===== config.mk =====
export PLATFORM = sky130hd
export DESIGN_NAME = lsu_ctrl
export DESIGN_NICKNAME = d
export VERILOG_FILES = /design/src/rtl/lsu_ctrl.sv
export SDC_FILE = /design/constraint.sdc
export NUM_CORES = 1
export LEC_CHECK = 0
export CORE_UTILIZATION = 46
export DETAILED_ROUTE_END_ITERATION = 12
export PLACE_DENSITY = 0.87
export SLEW_MARGIN = 20
export SYNTH_ARGS = -nofsm -noshare
export SYNTH_HDL_FRONTEND = slang
export SYNTH_SLANG_ARGS = --single-unit

===== constraint.sdc =====
create_clock -name clk -period 2 [get_ports clk]
set_input_delay 0.6 -clock clk [delete_from_list [all_inputs] [get_ports clk]]
set_output_delay 0.6 -clock clk [all_outputs]
set_load 0.02 [all_outputs]

===== src/rtl/lsu_ctrl.sv =====
// rtl/lsu_ctrl.sv - load/store unit controller, byte/half stores by read-modify-write.
// Optional `LSU_MISALIGN_TRAP_EN: misaligned half/word accesses fault instead of being force-aligned.
module lsu_ctrl (
   input  logic        clk,
   input  logic        rst,
   input  logic        req_valid,
   output logic        req_ready,
   input  logic        req_we,
   input  logic [1:0]  req_size,
   input  logic        req_unsigned,
   input  logic [31:0] req_addr,
   input  logic [31:0] req_wdata,
   output logic        rsp_valid,
   output logic [31:0] rsp_rdata,
   output logic        rsp_fault,
   output logic        mem_wr_en,
   output logic [31:0] mem_addr,
   output logic [31:0] mem_wdata,
   input  logic [31:0] mem_rdata
);

   typedef enum logic [2:0] {IDLE, LOAD, MERGE, WRITE, RESP} state_t;

   state_t      r_state;
   logic        r_we;
   logic        r_unsigned;
   logic [1:0]  r_size;
   logic [31:0] r_addr;
   logic [31:0] r_wdata;
   logic [31:0] r_mdata;
   logic [31:0] r_rdata;

   logic [31:0] w_addr_al;
   logic [4:0]  w_shift;
   logic [31:0] w_rd_sh;
   logic [31:0] w_load_ext;
   logic [31:0] w_mask;
   logic [31:0] w_merge;

`ifdef LSU_MISALIGN_TRAP_EN
   logic w_fault;
   logic r_fault;
   assign w_fault   = ((req_size == 2'b01) && req_addr[0]) ||
                      (req_size[1] && (req_addr[1:0] != 2'b00));
   assign rsp_fault = r_fault;
`else
   assign rsp_fault = 1'b0;
`endif

   // Faulting accesses never reach memory, so aligning unconditionally is harmless.
   always_comb begin
      w_addr_al = req_addr;
      if (req_size[1])
         w_addr_al[1:0] = 2'b00;
      else if (req_size[0])
         w_addr_al[0] = 1'b0;
   end

   assign w_shift = {r_addr[1:0], 3'b000};
   assign w_rd_sh = mem_rdata >> w_shift;

   always_comb begin
      case (r_size)
         2'b00:   w_load_ext = {{24{~r_unsigned & w_rd_sh[7]}}, w_rd_sh[7:0]};
         2'b01:   w_load_ext = {{16{~r_unsigned & w_rd_sh[15]}}, w_rd_sh[15:0]};
         default: w_load_ext = mem_rdata;
      endcase
   end

   // Only byte and half stores pass through MERGE, so r_size[0] selects the lane width.
   assign w_mask  = (r_size[0] ? 32'h0000_FFFF : 32'h0000_00FF) << w_shift;
   assign w_merge = (mem_rdata & ~w_mask) | ((r_wdata << w_shift) & w_mask);

   always_ff @(posedge clk) begin
      if (rst) begin
         r_state    <= IDLE;
         r_we       <= 1'b0;
         r_unsigned <= 1'b0;
         r_size     <= 2'b00;
         r_addr     <= 32'h0;
         r_wdata    <= 32'h0;
         r_mdata    <= 32'h0;
         r_rdata    <= 32'h0;
`ifdef LSU_MISALIGN_TRAP_EN
         r_fault    <= 1'b0;
`endif
      end else begin
         case (r_state)
            IDLE: begin
               if (req_valid) begin
                  r_we       <= req_we;
                  r_unsigned <= req_unsigned;
                  r_size     <= req_size;
                  r_addr     <= w_addr_al;
                  r_wdata    <= req_wdata;
                  r_mdata    <= req_wdata;
`ifdef LSU_MISALIGN_TRAP_EN
                  if (w_fault) begin
                     r_rdata <= 32'h0;
                     r_fault <= 1'b1;
                     r_state <= RESP;
                  end else
`endif
                  if (!req_we)
                     r_state <= LOAD;
                  else if (req_size[1])
                     r_state <= WRITE;
                  else
                     r_state <= MERGE;
               end
            end
            MERGE: begin
               r_mdata <= w_merge;
               r_state <= WRITE;
            end
            LOAD, WRITE: begin
               r_rdata <= r_we ? 32'h0 : w_load_ext;
`ifdef LSU_MISALIGN_TRAP_EN
               r_fault <= 1'b0;
`endif
               r_state <= RESP;
            end
            RESP:    r_state <= IDLE;
            default: r_state <= IDLE;
         endcase
      end
   end

   assign req_ready = (r_state == IDLE);
   assign rsp_valid = (r_state == RESP);
   assign rsp_rdata = r_rdata;
   assign mem_wr_en = (r_state == WRITE) && !rst;
   assign mem_addr  = {2'b00, r_addr[31:2]};
   assign mem_wdata = (r_state == WRITE) ? r_mdata : 32'h0;

endmodule


==> results of run 1 <==
==> metal layers <==
layer,track usage (%),share of wire [%],vias up
met2,48.3,47,323
met3,5.91,8.4,67
li1,-,-,2883
met1,37.9,40,2851
met4,14.8,4.0,0
met5,0,0,-
==> power groups by stage <==
stage                     combinational, uW  clock (uW)  sequential [uW]
after CTS                              1390        2840             2660
after detailed placement               1350           0             2710
final                                  1410        2820             2670
after global routing                   1510        2970             2690
after global placement                 1330           0             2700
after floorplan                         736           0             2720
==> Yosys cell counts, types with 2 or more instances <==
cell type	count	area, um2
a211o_1	8	70.1
a211oi_1	8	60.1
a21oi_1	67	335
a22oi_1	24	180
a2bb2oi_1	7	61.3
a31oi_1	25	156
and2_1	3	18.8
and3_1	32	200
buf_2	18	90.1
buf_4	39	293
buf_6	9	101
clkbuf_1	28	105
dfxtp_1	119	2380
inv_1	8	30.0
mux2_2	9	101
mux2i_1	23	230
nand2_1	189	709
nand2b_1	4	25.0
nand3b_1	2	15.0
nor2_1	5	18.8
nor2b_1	10	62.6
nor3_1	2	10.0
nor3b_1	2	15.0
o211ai_1	16	120
o21ai_0	20	100
o21ai_1	8	40.0
o21ai_2	7	61.3
o221ai_1	13	114
==> how the worst max path moves through the flow <==
stage | from | end | slack, ns
after detailed placement | mem_rdata[23] | rsp_rdata[16] | -0.21
final | r_state[0] | mem_wdata[8] | -0.11
after CTS | r_state[0] | mem_wdata[8] | -0.12
after floorplan | rst | mem_wr_en | 0.14
after global routing | r_state[0] | mem_wdata[22] | -0.17
after global placement | mem_rdata[23] | rsp_rdata[20] | -0.12
==> logic make-up after synthesis <==
family                 share of synthesized area, %
buffers and inverters                          10.8
muxes                                          6.20
and+or+nand+nor                                19.6
DFF                                            40.2
AOI/OAI and AO/OA                              23.1
other                                        0.0632
==> timing repair <==
action	CTS	global route
endpoints found under the setup margin	36	42
gates cloned	4	0
hold endpoints to repair	0	0
gates resized for setup	214	38
pin swaps	6	2
buffers inserted	2	1
==> cell type report <==
type                            count  area share, %
Inverter                            8          0.340
Clock inverter                      4          0.510
Multi-Input combinational cell    503           34.6
Clock buffer                       25           5.61
Timing Repair Buffer              265           29.5
Tap cell                          172           2.44
Sequential cell                   119           27.0
==> metrics by stage <==
step                      utilization [%]  total power [uW]
final                                70.3              6900
after global routing                 70.3              7160
after CTS                            69.0              6890
after detailed placement             64.0              4050
after global placement               64.0              4030
after floorplan                         -              3460
==> registers in the layout, indices dropped and copies added (netlist names) <==
name        flops
r_mdata        32
rsp_rdata      32
r_size          2
r_state         3
r_wdata        16
r_addr         32
r_we            1
r_unsigned      1
==> critical path, stage by stage, from the launching register on <==
cell,delay (ns)
dfxtp_2,0.33
nor2b_4,0.29
buf_6,0.18
and3_4,0.20
buf_6,0.11
==> flow_summary.toml, run 1 <==
[global_routing]
final_global_route_overflow_total = 0
grtUsageTotal_pct = 29.8
grt_pass1_wl_um = 30300
grt_start_max_net_pins = 57
initial_antenna_violation_count = 0
vias_in_the_first_global_route = 5764

[setup_path]
worstReg2RegStart = "r_addr[0]"
criticalPathCategory = "reg -> out"
path_max_fanout = 6
critPathLaunchType = "register"
r2r-end = "rsp_rdata[1]"
timing.critical_path.required_ns = 1.40
cp.arrival_ns = 1.51
reg2regPathDepth = 5
reg2reg_setup_slack_ns = 0.15
worstSetupEndpointType = "primary output"

[floorplan]
core.rowCount = 41
floorplan.die.height_um = 116
core_area_um2 = 12600
die_ar_um2 = 13300
die_w_um = 116
ios = 203
start_util_pct = 47.2

[synth]
ys_types = 48
ys_warn_count = 0
synth_async_sr_flop_share_pct = 0
synthFlopType = "dfxtp_1"
mappedNetlistArea_um2 = 5930
ys_ff_latch = 119
synth-edff-count = 0
synth.avg_cell_area_um2 = 8.18
seq_total_area_yosys_pct = 40.2
synthesized_instance_count = 725

[sta]
finalWorstPathRequiredPeriod_ns = 2.11
rsz0062_at_grt = "yes"
post-route-period-util_pct = 106
worst_case_hold_slack_ns = 0.439
transition_time_at_the_pin_with_the_least_slew_margin_ns = 0.607
drv_slew = 0
final-setup-viol-count = 33
setup-tns-final_ns = -3.02
timing.max_slew.rel_slack_pct = 59.5
finalHoldViolCount = 0
post_route_worst_setup_slack_ns = -0.113
fmax_mhz = 473
clock-skew-final_ns = 0.00822

[placed_design]
preCtsSetupSlack_ns = -0.208
dp_hpwl_um = 14000
placement.io_buffers = 199
numPlacedInstances = 1060
routabilityCongestion = 0.935
detailed_place.area_um2 = 8040

[clocking]
cts-root-buf = "clkbuf_16"
insertion_delay_ns = 0.41
cts_num_sinks = 119
cts.hold.buffers_added = 0
clkTransAtPathRegs_ns = 0.05
clockBufferDepth = 2
tritoncts = "built"
cts_max_level = 4
cts_made_buffers = 17

[pwr]
netSwitchingPower_uw = 1870
netSwitchingFraction_pct = 27.1
power_frac_comb_pct = 20.5
p_int_uw = 5030
max-vdd-ir-drop_v = 0.000501
leakage_uw = 0.00353
powerDensity_nw_per_um2 = 781
pwr-share-seq_pct = 38.7
clock_power_share_pct = 40.8

[detailed_routing]
wire_per_inst_um = 18.3
detailedRoute.firstIterationViolations = 629
detailed_route_wl_um = 20100
postRouteAntennaNets = 0
dr_vias_cell = 5.59
remaining_drc_errors = 0
via_count = 6124
first_drt_pass_iteration_count = 5

[worst_hold_path]
worstHoldPathCells = 2
hold-path-endpoint = "rsp_rdata[6]"
holdCritPathClass = "reg -> reg"
source_of_the_worst_hold_timing_path = "rsp_rdata[6]"

[cells_and_area]
flow.area_growth_from_synthesis_pct = 49.0
fill_cells = 924
most-common-layout-cells = "nand2_1 (188), clkdlybuf4s50_1 (154), dfxtp_1 (117)"
multi_input_comb_area_um2 = 3060
layout-drive-gt1-share_pct = 20.2
antennaDiodeCount = 0
mostFrequentLayoutCell = "nand2_1"
nets = 1017
postLayoutCellArea_um2 = 8830
finish.cell_count_without_fillers = 1096
area.sequential_um2 = 2380

[status]
violations = "setup timing"
run_status = "complete, but fails checks"

[job]
cap_violations = 0
Note: power is estimated with default switching activity, not from simulation.
==> inputs of run 2 (changes only) <==
CORE_MARGIN = 2   (was default)
==> run 2 against run 1 <==
  * The flow still finishes with violations (setup timing)
  * Critical path depth grew 1
  * Global-route usage shrank 0.78 points
  * Wire length grew 2.8%
  * Sequential cell count is the same
  * Power grew 5.0%
  * Die area grew 3.5%
  * Clock power grew 12%
  * Fmax grew 1.5%
  * Cell area grew 1.3%
  * Count of clock-buffer cells in the layout shrank 1
  * Highest routed layer unchanged
==> flow_summary.toml, run 2 (synthesis gave the netlist of run 1 again) <==
[job]
cap_violations = 0

[clocking]
clkTransAtPathRegs_ns = 0.05
clockBufferDepth = 2
cts_made_buffers = 17
insertion_delay_ns = 0.42
cts_max_level = 4
cts-root-buf = "clkbuf_16"
cts_num_sinks = 119
tritoncts = "built"

[global_routing]
vias_in_the_first_global_route = 5973
grtUsageTotal_pct = 29.0
grt_start_max_net_pins = 60
final_global_route_overflow_total = 0
grt_pass1_wl_um = 31800
initial_antenna_violation_count = 0

[pwr]
fin_total_pwr_uw = 7240
powerDensity_nw_per_um2 = 809
leakage_uw = 0.00360
max-vdd-ir-drop_v = 0.000523

[floorplan]
core_area_um2 = 12600
floorplan.die.height_um = 118
core.rowCount = 41
die_w_um = 118
start_util_pct = 47.0
die_ar_um2 = 13800
ios = 203

[detailed_routing]
wire_per_inst_um = 18.9
first_drt_pass_iteration_count = 5
detailedRoute.firstIterationViolations = 623
remaining_drc_errors = 0
postRouteAntennaNets = 0
dr_vias_cell = 5.68
detailed_route_wl_um = 20600
via_count = 6209

[placed_design]
routabilityCongestion = 0.949
dp_hpwl_um = 14100
detailed_place.area_um2 = 8020
placement.io_buffers = 199

[cells_and_area]
multi_input_comb_area_um2 = 3100
most-common-layout-cells = "nand2_1 (188), clkdlybuf4s50_1 (150), dfxtp_1 (116)"
antennaDiodeCount = 0
nets = 1011
mostFrequentLayoutCell = "nand2_1"
fill_cells = 963
flow.area_growth_from_synthesis_pct = 51.0
layout-drive-gt1-share_pct = 20.8
postLayoutCellArea_um2 = 8950
area.sequential_um2 = 2390

[sta]
clock-skew-final_ns = 0.00854
rsz0062_at_grt = "yes"
fmax_mhz = 480
post_route_worst_setup_slack_ns = -0.0813
finalHoldViolCount = 0
setup-tns-final_ns = -1.98
worst_case_hold_slack_ns = 0.437
transition_time_at_the_pin_with_the_least_slew_margin_ns = 0.617
drv_slew = 0
timing.max_slew.rel_slack_pct = 58.9
finalWorstPathRequiredPeriod_ns = 2.08
final-setup-viol-count = 33
post-route-period-util_pct = 104

[setup_path]
criticalPathCategory = "reg -> out"
timing.critical_path.required_ns = 1.40
critPathLaunchType = "register"
crit_path_start = "r_state[0]"
cp.arrival_ns = 1.48
path_max_fanout = 6
worstReg2RegStart = "r_addr[1]"
worstSetupEndpointType = "primary output"
reg2regPathDepth = 6

[status]
run_status = "complete, but fails checks"
violations = "setup timing"

[worst_hold_path]
worstHoldPathCells = 2
source_of_the_worst_hold_timing_path = "rsp_rdata[6]"
holdCritPathClass = "reg -> reg"
run 2: changes by cell type in the layout (fill, tap and decap cells not counted), moves of 2 or more:
cell             before  now
bufinv_16             1    3
buf_12                5    7
and3_4               25   31
buf_6                35   41
and3_1                7    1
buf_4                60   46
dlymetal6s2s_1        8   11
clkdlybuf4s50_1     154  150
run 2: through the flow:
| step | std cells | util, % | worst slack [ns] |
|---|---|---|---|
| after CTS | 1092 | 70.0 | -0.0694 |
| after detailed placement | 1054 | 63.6 | -0.180 |
| after floorplan | 727 | - | 0.139 |
| after global routing | 1093 | 70.9 | -0.127 |
| final | 1093 | 70.9 | -0.0813 |
| after global placement | 1054 | 63.6 | -0.139 |
run 2: power breakdown:
part           total [uW]  switching (uW)  internal, uW
clock                3160            1070          2080
sequential           2670             121          2550
combinational        1420             751           669
run 2: per-layer routing:
metal	track usage [%]	up-vias	wire length (um)
met2	49.5	307	10400
li1	-	2882	-
met1	35.1	2960	7940
met3	6.69	60	1620
met5	0	-	0
met4	12.8	0	679
run 2: final timing paths:
path / slack, ns / to
max reg2reg: 0.18 / r_mdata[17]
min reg2reg: 0.44 / rsp_rdata[6]
min: 0.44 / rsp_rdata[6]
max: -0.08 / mem_wr_en
run 2: area by class of cell:
| type | instances | area share [%] |
|---|---|---|
| sequential | 119 | 26.7 |
| clock inverter | 8 | 1.33 |
| tap | 172 | 2.40 |
| clock buffer | 24 | 5.49 |
| multi-input combinational | 503 | 34.6 |
| timing repair buffer | 259 | 29.2 |
| inverter | 8 | 0.335 |
run 2: critical path, stage by stage (launching register included):
cell	delay (ns)
dfxtp_2	0.32
nor2b_4	0.15
buf_6	0.15
buf_6	0.13
and3b_1	0.19
buf_6	0.13
run 2: timing repair:
action	4_1_cts	5_1_grt
endpoints found under the setup margin	37	46
hold buffers	0	0
pin swaps	3	1
gates resized for setup	242	28
gates cloned	4	0
hold endpoints to repair	0	0
setup buffers	2	1
